$ cat src/rtl/pisca_leds_multi_if.sv
// Configuration write port for pisca_leds_multi.
// The master drives a one-cycle write. The slave (the LED driver) samples it on the clock edge.
interface pisca_leds_multi_if #(
  parameter int CHANNELS = 4,
  parameter int CNT_W    = 10
);
  localparam int CH_W = (CHANNELS > 1) ? $clog2(CHANNELS) : 1;

  logic             wr_en;
  logic [CH_W-1:0]  wr_ch;
  logic [1:0]       wr_mode;
  logic [CNT_W-1:0] wr_value;

  modport master (output wr_en, wr_ch, wr_mode, wr_value);
  modport slave  (input  wr_en, wr_ch, wr_mode, wr_value);
endinterface

$ cat src/rtl/pisca_leds_multi.sv
// pisca_leds_multi: CHANNELS independent LED outputs that share one prescaled tick.
// Each channel has its own mode and value, set through the write port.
//
// Optional feature macro: PISCA_PWM_EN.
//   Defined   -> mode 11 is PWM, and a duty comparator is built for each channel.
//   Undefined -> mode 11 behaves exactly like BLINK, and no comparator is built.
//
// mode | meaning
// 00   | OFF   : led 0, cnt holds
// 01   | ON    : led 1, cnt holds
// 10   | BLINK : toggle led every (value+1) ticks
// 11   | PWM   : led = (cnt < value), cnt free-runs on ticks
module pisca_leds_multi #(
  parameter int CHANNELS = 4,
  parameter int CNT_W    = 10,
  parameter int PRESC    = 1024
) (
  input  logic                 clk_in1,
  input  logic                 rst_n,
  pisca_leds_multi_if.slave    wr_if,
  output logic [CHANNELS-1:0]  led_out1,
  output logic                 tick_out
);

  localparam int CH_W = (CHANNELS > 1) ? $clog2(CHANNELS) : 1;
  localparam int PW   = (PRESC > 1) ? $clog2(PRESC) : 1;
  localparam logic [PW-1:0] PRESC_LAST = PW'(PRESC - 1);

  typedef enum logic [1:0] {
    MODE_OFF   = 2'b00,
    MODE_ON    = 2'b01,
    MODE_BLINK = 2'b10,
    MODE_PWM   = 2'b11
  } mode_t;

  logic [PW-1:0] r_presc;
  logic          w_tick;

  assign w_tick = (r_presc == PRESC_LAST);

  // Shared prescaler. The tick is internal; tick_out is that tick delayed by one clock.
  always_ff @(posedge clk_in1 or negedge rst_n) begin
    if (!rst_n) begin
      r_presc  <= '0;
      tick_out <= 1'b0;
    end else begin
      r_presc  <= w_tick ? '0 : r_presc + PW'(1);
      tick_out <= w_tick;
    end
  end

  genvar g;
  for (g = 0; g < CHANNELS; g++) begin : g_ch
    mode_t            r_mode,  w_mode_nxt;
    logic [CNT_W-1:0] r_value, w_value_nxt;
    logic [CNT_W-1:0] r_cnt,   w_cnt_nxt;
    logic             r_led,   w_led_nxt;
    logic             w_hit;

    // A channel index at or above CHANNELS matches no channel, so that write is dropped.
    assign w_hit = wr_if.wr_en && (wr_if.wr_ch == CH_W'(g));

    // Next-state logic for the channel. A write has priority over a tick on the same edge.
    always_comb begin
      w_mode_nxt  = r_mode;
      w_value_nxt = r_value;
      w_cnt_nxt   = r_cnt;
      w_led_nxt   = r_led;
      if (w_hit) begin
        w_mode_nxt  = mode_t'(wr_if.wr_mode);
        w_value_nxt = wr_if.wr_value;
        w_cnt_nxt   = '0;
        w_led_nxt   = (wr_if.wr_mode == MODE_ON);
      end else begin
        case (r_mode)
          MODE_OFF: w_led_nxt = 1'b0;
          MODE_ON:  w_led_nxt = 1'b1;
`ifdef PISCA_PWM_EN
          MODE_PWM: begin
            if (w_tick) w_cnt_nxt = r_cnt + CNT_W'(1);
            // Compare against the current cnt, so led lags the cnt update by one clock.
            w_led_nxt = (r_cnt < r_value);
          end
`endif
          default: begin
            // BLINK. Without PISCA_PWM_EN, mode 11 also takes this branch.
            if (w_tick) begin
              if (r_cnt == r_value) begin
                w_cnt_nxt = '0;
                w_led_nxt = ~r_led;
              end else begin
                w_cnt_nxt = r_cnt + CNT_W'(1);
              end
            end
          end
        endcase
      end
    end

    // Channel state registers.
    always_ff @(posedge clk_in1 or negedge rst_n) begin
      if (!rst_n) begin
        r_mode  <= MODE_OFF;
        r_value <= '0;
        r_cnt   <= '0;
        r_led   <= 1'b0;
      end else begin
        r_mode  <= w_mode_nxt;
        r_value <= w_value_nxt;
        r_cnt   <= w_cnt_nxt;
        r_led   <= w_led_nxt;
      end
    end

    assign led_out1[g] = r_led;
  end

endmodule

$ cat src/flat_wrapper.sv
// flat-port wrapper written by rule: the top's interface ports become plain ports
module pisca_leds_multi_flat 
#(
  parameter int CHANNELS = 4,
  parameter int CNT_W    = 10,
  parameter int PRESC    = 1024
)
  (clk_in1, rst_n, led_out1, tick_out, wr_if_wr_en, wr_if_wr_ch, wr_if_wr_mode, wr_if_wr_value);
  pisca_leds_multi_if #(.CHANNELS(CHANNELS), .CNT_W(CNT_W)) wr_if_i ();
  input  logic clk_in1;
  input  logic rst_n;
  output logic [CHANNELS-1:0] led_out1;
  output logic tick_out;
  input wire logic [$bits(wr_if_i.wr_en)-1:0] wr_if_wr_en;
  input wire logic [$bits(wr_if_i.wr_ch)-1:0] wr_if_wr_ch;
  input wire logic [$bits(wr_if_i.wr_mode)-1:0] wr_if_wr_mode;
  input wire logic [$bits(wr_if_i.wr_value)-1:0] wr_if_wr_value;
  assign wr_if_i.wr_en = wr_if_wr_en;
  assign wr_if_i.wr_ch = wr_if_wr_ch;
  assign wr_if_i.wr_mode = wr_if_wr_mode;
  assign wr_if_i.wr_value = wr_if_wr_value;
  pisca_leds_multi #(.CHANNELS(CHANNELS), .CNT_W(CNT_W), .PRESC(PRESC)) u_core (.clk_in1(clk_in1), .rst_n(rst_n), .wr_if(wr_if_i), .led_out1(led_out1), .tick_out(tick_out));
endmodule
$ cat config.mk
export PLATFORM = sky130hd
export DESIGN_NAME = pisca_leds_multi_flat
export DESIGN_NICKNAME = d
export VERILOG_FILES = /design/src/rtl/pisca_leds_multi_if.sv /design/src/rtl/pisca_leds_multi.sv /design/src/flat_wrapper.sv
export SDC_FILE = /design/constraint.sdc
export NUM_CORES = 1
export LEC_CHECK = 0
export ABC_AREA = 0
export CAP_MARGIN = 20
export CORE_MARGIN = 2
export CORE_UTILIZATION = 60
export CTS_CLUSTER_DIAMETER = 50
export DETAILED_ROUTE_END_ITERATION = 7
export PLACE_DENSITY = 0.9
export SYNTH_ARGS = -nofsm -noshare
export SYNTH_HDL_FRONTEND = slang
export SYNTH_SLANG_ARGS = --single-unit
$ cat constraint.sdc
create_clock -name clk_in1 -period 3.7 [get_ports clk_in1]
set_clock_uncertainty 0.1 [all_clocks]
set_input_delay 0.555 -clock clk_in1 [delete_from_list [all_inputs] [get_ports clk_in1]]
set_output_delay 0.555 -clock clk_in1 [all_outputs]
set_load 0.02 [all_outputs]
==> metrics.yaml <==
status: "complete, no violations"
insertedDiodeCount: 0
gp_congestion: 0.908
rsz0062_at_grt: "false"
synth_warnings: 0
placementRows: 34
wirelength_um: 11600
cts_tree: "done"
cp_cell_sequence: "ha_1 > and4_1 > nand3_1 > inv_2 > nand2_1 > o21ai_0 > nor2_1"
p_per_area_mw_per_mm2: 462
numCtsBuffers: 9
grt_pass1_wl_um: 19600
drive_above_1_share_pct: 8.58
io_buffers: 21
synthesis.nets: 572
worstPathRequired_ns: 3.83
clkPwrFrac_pct: 27.9
min_path_type: "in2async"
layout_commonest_cell: "nand2_1"
period_share_pct: 70.4
combPwrFrac_pct: 18.4
synth.distinct_cells: 54
synthesis.area_mm2: 0.00522
finalHoldViolCount: 0
post_cts_resized: 0
p_switching_w: 0.000793
cp_slowest_stage_delay_ns: 0.50
synth_area_per_cell_um2: 9.49
cts_sinks: 103
firstDrtPassIters: 4
slew_headroom_pct: 29.1
intPower_w: 0.00183
dieHeight_um: 97.3
core_area_mm2: 0.00859
htree_levels: 3
fillers: 640
drv_cap: 0
crit_arrival_ns: 2.74
start_util_pct: 60.7
cts_setup_buffers: 0
wl_per_cell_um: 17.1
pwr-share-seq_pct: 53.7
switching_share_pct: 30.2
clock_path_buffers: 2
syn2layout_area_growth_pct: 8.94
async_flop_share_pct: 100
path_max_fanout: 10
track_usage_pct: 25.9
synth_top_flop_cell: "dfrtp_1"
grt_max_degree: 75
num_io_pins: 22
grt_pass1_vias: 4127
clockRootBuffer: "clkbuf_8"
ant_nets: 0
layout.nets: 588
drc: 0
postCtsHoldBufs: 0
hpwlAfterDp_um: 8180
clock_latency_ns: 0.36
ys_ff_latch: 103
overflow: 0
totalPowerFinal_w: 0.00263
setup_tns_ns: 0
ys_seq_area_share_pct: 49.4
clk_pin_slew_worst_paths_ns: 0.09
period_minus_slack_ns: 2.61
drt-initial-drc-count: 268
report.final.slew_viol_count: 0
num_vias: 4035
critical_path_class: "reg2reg"
fp.dieW_um: 97.3
dieArea_mm2: 0.00946
slowest_stage: "and4_1"
end_kind: "flop"
ir_worst_vdd_v: 0.000347
antenna_found_initial: 0
vias_per_cell: 5.94
leakagePower_nw: 2.66
syn_inst: 550
layout_common_cells: "nand2_1 (146), dfrtp_1 (103), nor2_1 (46)"
max_freq_mhz: 384
critPathLaunchType: "flop"
synth_edf_count: 0
setup_viol: 0
worst_slew_pin_slew_ns: 1.05
whs_ns: 0.207
[final timing paths]
path | startpoint | endpoint | slack [ns] | depth (start not counted)
max | u_core.r_presc[0]$_DFF_PN0_ | u_core.g_ch[3].r_cnt[3]$_DFFE_PN0P_ | 1.09 | 7
min | rst_n | u_core.g_ch[3].r_cnt[5]$_DFFE_PN0P_ | 0.21 | 1
max reg2reg | u_core.r_presc[0]$_DFF_PN0_ | u_core.g_ch[3].r_cnt[3]$_DFFE_PN0P_ | 1.09 | 7
min reg2reg | u_core.r_presc[4]$_DFF_PN0_ | u_core.r_presc[4]$_DFF_PN0_ | 0.40 | 1
max in group asynchronous | rst_n | u_core.g_ch[3].r_cnt[3]$_DFFE_PN0P_ | 2.51 | 2
min in group clk_in1 | u_core.r_presc[4]$_DFF_PN0_ | u_core.r_presc[4]$_DFF_PN0_ | 0.40 | 1
[final cells by class]
type / instances / area (µm²) / area share (%)
sequential: 103 / 2580 / 45.3
clock inverter: 4 / 51.3 / 0.902
multi-input combinational: 417 / 2490 / 43.8
timing repair buffer: 26 / 245 / 4.31
inverter: 9 / 33.8 / 0.594
clock buffer: 12 / 155 / 2.73
tap: 108 / 135 / 2.38
[per-layer routing]
| metal | share of wire (%) | GRT usage [%] |
|---|---|---|
| met5 | 0 | 0 |
| met4 | 3.6 | 10.1 |
| met3 | 5.6 | 6.12 |
| met2 | 50 | 43.9 |
| met1 | 40 | 32.3 |
[cells in the mapped netlist (2+ instances only)]
| library cell | instances | area (µm²) |
|---|---|---|
| or3_1 | 4 | 25.0 |
| nor3_1 | 5 | 25.0 |
| and3b_1 | 2 | 17.5 |
| nor4_1 | 8 | 50.1 |
| mux2i_1 | 5 | 50.1 |
| nor2_1 | 46 | 173 |
| nand3_1 | 19 | 95.1 |
| mux2_2 | 12 | 135 |
| dfrtp_1 | 103 | 2580 |
| buf_6 | 2 | 22.5 |
| nand4_1 | 13 | 81.3 |
| and3_1 | 10 | 62.6 |
| a31oi_1 | 2 | 12.5 |
| and4_1 | 2 | 17.5 |
| ha_1 | 5 | 62.6 |
| inv_1 | 8 | 30.0 |
| o21ai_0 | 20 | 100 |
| xor2_1 | 31 | 272 |
| a22o_1 | 5 | 43.8 |
| nand2b_1 | 3 | 18.8 |
| nor2b_1 | 5 | 31.3 |
| clkbuf_2 | 2 | 10.0 |
| and2_1 | 3 | 18.8 |
| xnor2_1 | 33 | 289 |
| buf_2 | 4 | 20.0 |
| buf_1 | 2 | 7.51 |
| clkbuf_1 | 6 | 22.5 |
| o31ai_1 | 2 | 15.0 |
| nor3b_2 | 2 | 25.0 |
| o311ai_0 | 5 | 43.8 |
| nand3b_1 | 2 | 15.0 |
| nand2_1 | 146 | 548 |
| a21oi_1 | 8 | 40.0 |
| buf_4 | 5 | 37.5 |
[power by group through the flow]
stage | registers (W) | clock network [W] | logic [W]
3_3_place_gp | 0.00142 | 0 | 0.000447
5_1_grt | 0.00143 | 0.000786 | 0.000542
3_5_place_dp | 0.00143 | 0 | 0.000479
2_1_floorplan | 0.00139 | 0 | 0.000353
6_report | 0.00141 | 0.000732 | 0.000484
4_1_cts | 0.00141 | 0.000740 | 0.000484
[metrics by stage]
step	instances	utilization, %	cell area [µm²]	setup WS [ns]
2_1_floorplan	550	-	5220	1.78
3_3_place_gp	663	63.8	5480	1.03
3_5_place_dp	663	63.8	5480	0.802
4_1_cts	679	66.2	5690	1.13
5_1_grt	679	66.2	5690	0.913
6_report	679	66.2	5690	1.09
[kinds of logic after synthesis]
logic type,after synthesis,share of synthesized area (%)
flip-flops,103,49.4
multiplexers,17,3.55
adder cells (fa/ha/maj),5,1.20
AND/OR/NAND/NOR,277,24.5
AO/OA/AOI/OAI,54,7.67
XOR/XNOR,64,10.7
buffers and inverters,30,2.95
[worst max-delay path, delay by kind of cell, from the launching register on]
| kind | cells | cell delay [ns] |
|---|---|---|
| adder cells (fa/ha/maj) | 1 | 0.30 |
| AND/OR/NAND/NOR | 4 | 0.95 |
| AO/OA/AOI/OAI | 1 | 0.38 |
| buffers and inverters | 1 | 0.30 |
| flip-flops | 1 | 0.44 |
[sequential cells by signal (all words and copies together) (netlist names)]
signal               count
u_core.g_ch.r_cnt       40
u_core.g_ch.r_led        4
u_core.g_ch.r_mode       8
u_core.g_ch.r_value     40
u_core.r_presc          10
u_core.tick_out          1
Power figures use the tool's default switching activity.
==> patch 1, RTL diff (same flow settings) <==
Add a define of `PISCA_PWM_EN`.
--- a/src/rtl/pisca_leds_multi.sv
+++ b/src/rtl/pisca_leds_multi.sv
@@ -10,6 +10,8 @@
 // 01   | ON    : led 1, cnt holds
 // 10   | BLINK : toggle led every (value+1) ticks
 // 11   | PWM   : led = (cnt < value), cnt free-runs on ticks
+`define PISCA_PWM_EN
+
 module pisca_leds_multi #(
   parameter int CHANNELS = 4,
   parameter int CNT_W    = 10,
Function: changed (a bounded check fails within 4 cycles, from zero or initial values and one cycle with rst_n low).
==> patch 1 against the original RTL <==
  * Area after synthesis increased by 9.3%
  * Design area up 9.9%
  * Clock power rose by 7.8%
  * Highest routed layer unchanged
  * Total power is 2.4% higher
  * Synthesized cell count increased by 13%
  * Cell count is 14% higher
  * Wire length rose by 9.8%
  * Die area rose by 8.9%
  * Setup slack worse by 0.097 ns
  * Sequential cell count unchanged
  * Critical path type unchanged
==> patch 1: results <==
group,metric,value,unit
status,status,"finished clean",
clock_tree,cts_made_buffers,9,
grt,grt_usage,0.262,
grt,first_global_vias,4556,
yosys,synth_warnings,0,
setup_path,cp.arrival,2.86,ns
setup_path,reg2reg_from,"u_core.r_presc[0]",
grt,grt.overflow.total,0,
setup_path,r2r_cells,5,
clock_tree,cts.path.max_buffers,2,
power,switching_power,816,uW
clock_tree,cts_resized,0,
placement,gp_congestion,0.839,
sta,finalMaxSlewViolations,0,
clock_tree,root_buffer,"clkbuf_8",
placement,dpl.hpwl,9110,um
clock_tree,htree_levels,3,
setup_path,critPathMaxFanout,19,
placement,post-place-ws,0.991,ns
final_layout,n_fill_cell,679,
yosys,ys_seq_area_frac,0.452,
drt,dr.pass1.iters,5,
grt,grt_max_degree,57,
power,peakVddDrop,0.370,mV
drt,wl_per_cell,16.4,um
clock_tree,clk_latency,0.38,ns
grt,grt_pass1_wl,21100,um
yosys,synth_area_leaders,"dfrtp_1, ha_1, o21ai_0, nand2_1, inv_1",
power,p_leak,2.81,nW
placement,placed_cell_area,6030,um2
clock_tree,cts_setup_buffers,0,
placement,numPortBuffers,21,
drt,drt-initial-drc-count,244,
final_layout,drive_gt1_frac,0.0697,
yosys,syn_nets,683,
sta,worst_pin_slew,0.945,ns
setup_path,r2r-end,"u_core.g_ch[1].r_cnt[5]",
setup_path,rrSetupSlack,1.0,ns
yosys,synth.distinct_cells,53,
yosys,synth_commonest_cells,"dfrtp_1, nand2_1, o21ai_0",
min_path,min_path_type,"in2async",
final_layout,fin_nets,703,
yosys,synth_flop_cell,"dfrtp_1",
drt,viasPerCell,6.02,
## patch 1: cell count changes after synthesis, sizes merged, moves of 26 or more
cell	delta
xnor2	-26
xor2	-27
inv	+57
ha	+40
nand2	-55
o21ai	+51
nor2	-30
## patch 1: logic make-up after synthesis
kind of cell,Yosys count,share of synthesized area
AOI/OAI and AO/OA,155,0.165
xor gates and xnor gates,11,0.0169
adders and majority gates,45,0.0987
buffers and inverters,84,0.0593
DFF,103,0.452
muxes,15,0.0287
and+or+nand+nor,208,0.180
## patch 1: how the worst max path moves through the flow
stage	from	to	slack, ns	cells after the start
after detailed placement	wr_if_wr_ch[0]	u_core.g_ch[2].r_cnt[7]	0.99	6
after CTS	u_core.r_presc[0]	u_core.g_ch[1].r_cnt[5]	1.03	5
after global routing	u_core.r_presc[0]	u_core.g_ch[3].r_cnt[4]	0.87	6
after floorplan	u_core.g_ch[3].r_cnt[7]	u_core.g_ch[3].r_cnt[7]	1.64	6
final	u_core.r_presc[0]	u_core.g_ch[1].r_cnt[5]	1.0	5
after global placement	wr_if_wr_ch[0]	u_core.g_ch[2].r_cnt[5]	1.12	6
## patch 1: layout make-up
| type | count | area [um2] | share of cell area |
|---|---|---|---|
| Clock inverter | 6 | 91.3 | 0.0146 |
| Timing Repair Buffer | 27 | 253 | 0.0404 |
| Multi-Input combinational cell | 434 | 2790 | 0.447 |
| Inverter | 66 | 248 | 0.0396 |
| Clock buffer | 10 | 128 | 0.0204 |
| Sequential cell | 103 | 2580 | 0.412 |
| Tap cell | 129 | 161 | 0.0258 |
## patch 1: power groups by stage
stage	combinational, mW	clock (mW)	sequential (mW)
after global routing	0.601	0.840	1.38
final	0.534	0.789	1.37
after detailed placement	0.526	0	1.39
after floorplan	0.378	0	1.35
after global placement	0.485	0	1.38
after CTS	0.534	0.797	1.36
## patch 1: worst max-delay path, cell delays in order, from the launching register on
cell and delay [ns]:
dfrtp_1 0.41, ha_1 0.22, and4_4 0.27, and3_1 0.79, nand2_1 0.41, o41ai_1 0.37
## patch 1: metal layers
| metal | global-route usage | part of all wire | vias to the layer above |
|---|---|---|---|
| met5 | 0 | 0 | - |
| met4 | 0.0956 | 0.022 | 0 |
| met3 | 0.0421 | 0.052 | 34 |
| met2 | 0.455 | 0.51 | 159 |
| met1 | 0.333 | 0.41 | 2269 |
| li1 | - | - | 2206 |
## patch 1: stage by stage
stage / cells / utilization / hold WS, ns
5_1_grt: 775 / 0.676 / 0.175
6_report: 775 / 0.676 / 0.113
2_1_floorplan: 621 / - / 0.159
4_1_cts: 775 / 0.676 / 0.142
3_3_place_gp: 759 / 0.653 / 0.364
3_5_place_dp: 759 / 0.653 / 0.384
==> patch 2, RTL diff (same flow settings) <==
Without the edit above. Put one more register stage on the output `led_out1`, without a reset. The value now appears one clock later. The other outputs are not delayed to match.
--- a/src/rtl/pisca_leds_multi.sv
+++ b/src/rtl/pisca_leds_multi.sv
@@ -32,6 +32,8 @@
     MODE_BLINK = 2'b10,
     MODE_PWM   = 2'b11
   } mode_t;
+
+  logic [CHANNELS-1:0] led_out1_d;
 
   logic [PW-1:0] r_presc;
   logic          w_tick;
@@ -112,7 +114,11 @@
       end
     end
 
-    assign led_out1[g] = r_led;
+    assign led_out1_d[g] = r_led;
+  end
+
+  always_ff @(posedge clk_in1) begin
+    led_out1 <= led_out1_d;
   end
 
 endmodule
Function: changed (Yosys sat finds a counterexample within 4 cycles, from zero or initial values and one cycle with rst_n low).
==> patch 2 against the original RTL <==
  * Clock power up 14%
  * Synthesized cell count up 7.3%
  * The run now ends with hold timing left
  * Wire length up 1.3%
  * Sequential share of layout area down 0.27 points
  * Design area up 3.7%
  * Via count up 6.5%
  * Count of clock-buffer cells in the layout down 3
  * Non-clock buffer count unchanged
  * Cell count up 6.3%
  * Sequential cell count up 4
  * Setup slack better by 0.0081 ns
  * Area after synthesis up 2.2%
  * Total power up 8.7%
  * First-iteration DRC count down 1.1%
==> patch 2: results <==
group,metric,value,unit
sta,whs,-0.0125,ns
grt,first_global_vias,4254,
sta,hold_viol,18,
final_layout,fin_nets,631,
placement,dpl.hpwl,8100,um
final_layout,drive_gt1_frac,0.0684,
placement,gp_congestion,0.903,
drt,dr_wl_met3,718,um
drt,wl_per_cell,16.3,um
grt,grt_max_degree,82,
yosys,synth_area_leaders,"dfrtp_1, nand2_1, xor2_1, nand3_1, nor2_1",
final_layout,inv_count,22,
setup_path,cp.arrival,2.82,ns
status,status,"complete, but fails checks",
final_layout,multi_input_gates,443,
yosys,ys_seq_area_frac,0.498,
drt,dr_wl_met2,5800,um
status,failed_checks,"hold timing",
placement,post-place-ws,0.964,ns
yosys,ys_async_sr_fraction,0.963,
yosys,synthAdderAreaFrac,0.0117,
setup_path,slowest_delay,0.58,ns
setup_path,r2r_cells,6,
clock_tree,clk_latency,0.38,ns
power,seq_power_share,0.533,
grt,grt_pass1_wl,19800,um
-- patch 2: cell types whose count changed after synthesis, sizes merged, moves of 7 or more --
| cell | unedited run | this run |
|---|---|---|
| xnor2 | 33 | 8 |
| o22ai | 1 | 11 |
| nand3 | 19 | 31 |
| xor2 | 31 | 46 |
| nor2 | 47 | 32 |
| a21oi | 8 | 21 |
| nand2 | 146 | 175 |
| inv | 9 | 22 |
| mux2 | 12 | 5 |
-- patch 2: worst register-to-register path: stages (launching register included) --
cell	delay [ns]
dfrtp_1	0.45
ha_1	0.32
nand2_1	0.15
nor3_4	0.47
a21oi_1	0.39
or4b_1	0.58
nand3_1	0.09
-- patch 2: final timing paths --
| kind | start | slack [ns] | endpoint |
|---|---|---|---|
| worst max register to register | u_core.r_presc[0] | 1.10 | u_core.g_ch[2].r_cnt[9] |
| worst min-delay path | rst_n | -0.01 | u_core.g_ch[0].r_cnt[8] |
| max in group asynchronous | rst_n | 2.56 | u_core.g_ch[3].r_value[2] |
| worst max-delay path | u_core.r_presc[0] | 1.10 | u_core.g_ch[2].r_cnt[9] |
| min in group clk_in1 | u_core.g_ch[0].r_led | 0.33 | u_core.led_out1[0] |
| worst min register to register | u_core.g_ch[0].r_led | 0.33 | u_core.led_out1[0] |
-- patch 2: routing by layer --
metal | vias up | GRT usage
met5 | - | 0
met2 | 163 | 0.417
met4 | 0 | 0.0917
li1 | 2031 | -
met3 | 23 | 0.0587
met1 | 2081 | 0.341
-- patch 2: through the flow --
step                 util  std cells  total power, mW  instance area [um2]
global placement    0.648        705             1.99                 5630
CTS                 0.676        721             2.86                 5870
finish              0.679        722             2.85                 5900
detailed placement  0.648        705             2.03                 5630
global route        0.679        722             3.00                 5900
floorplan               -        590             1.84                 5330
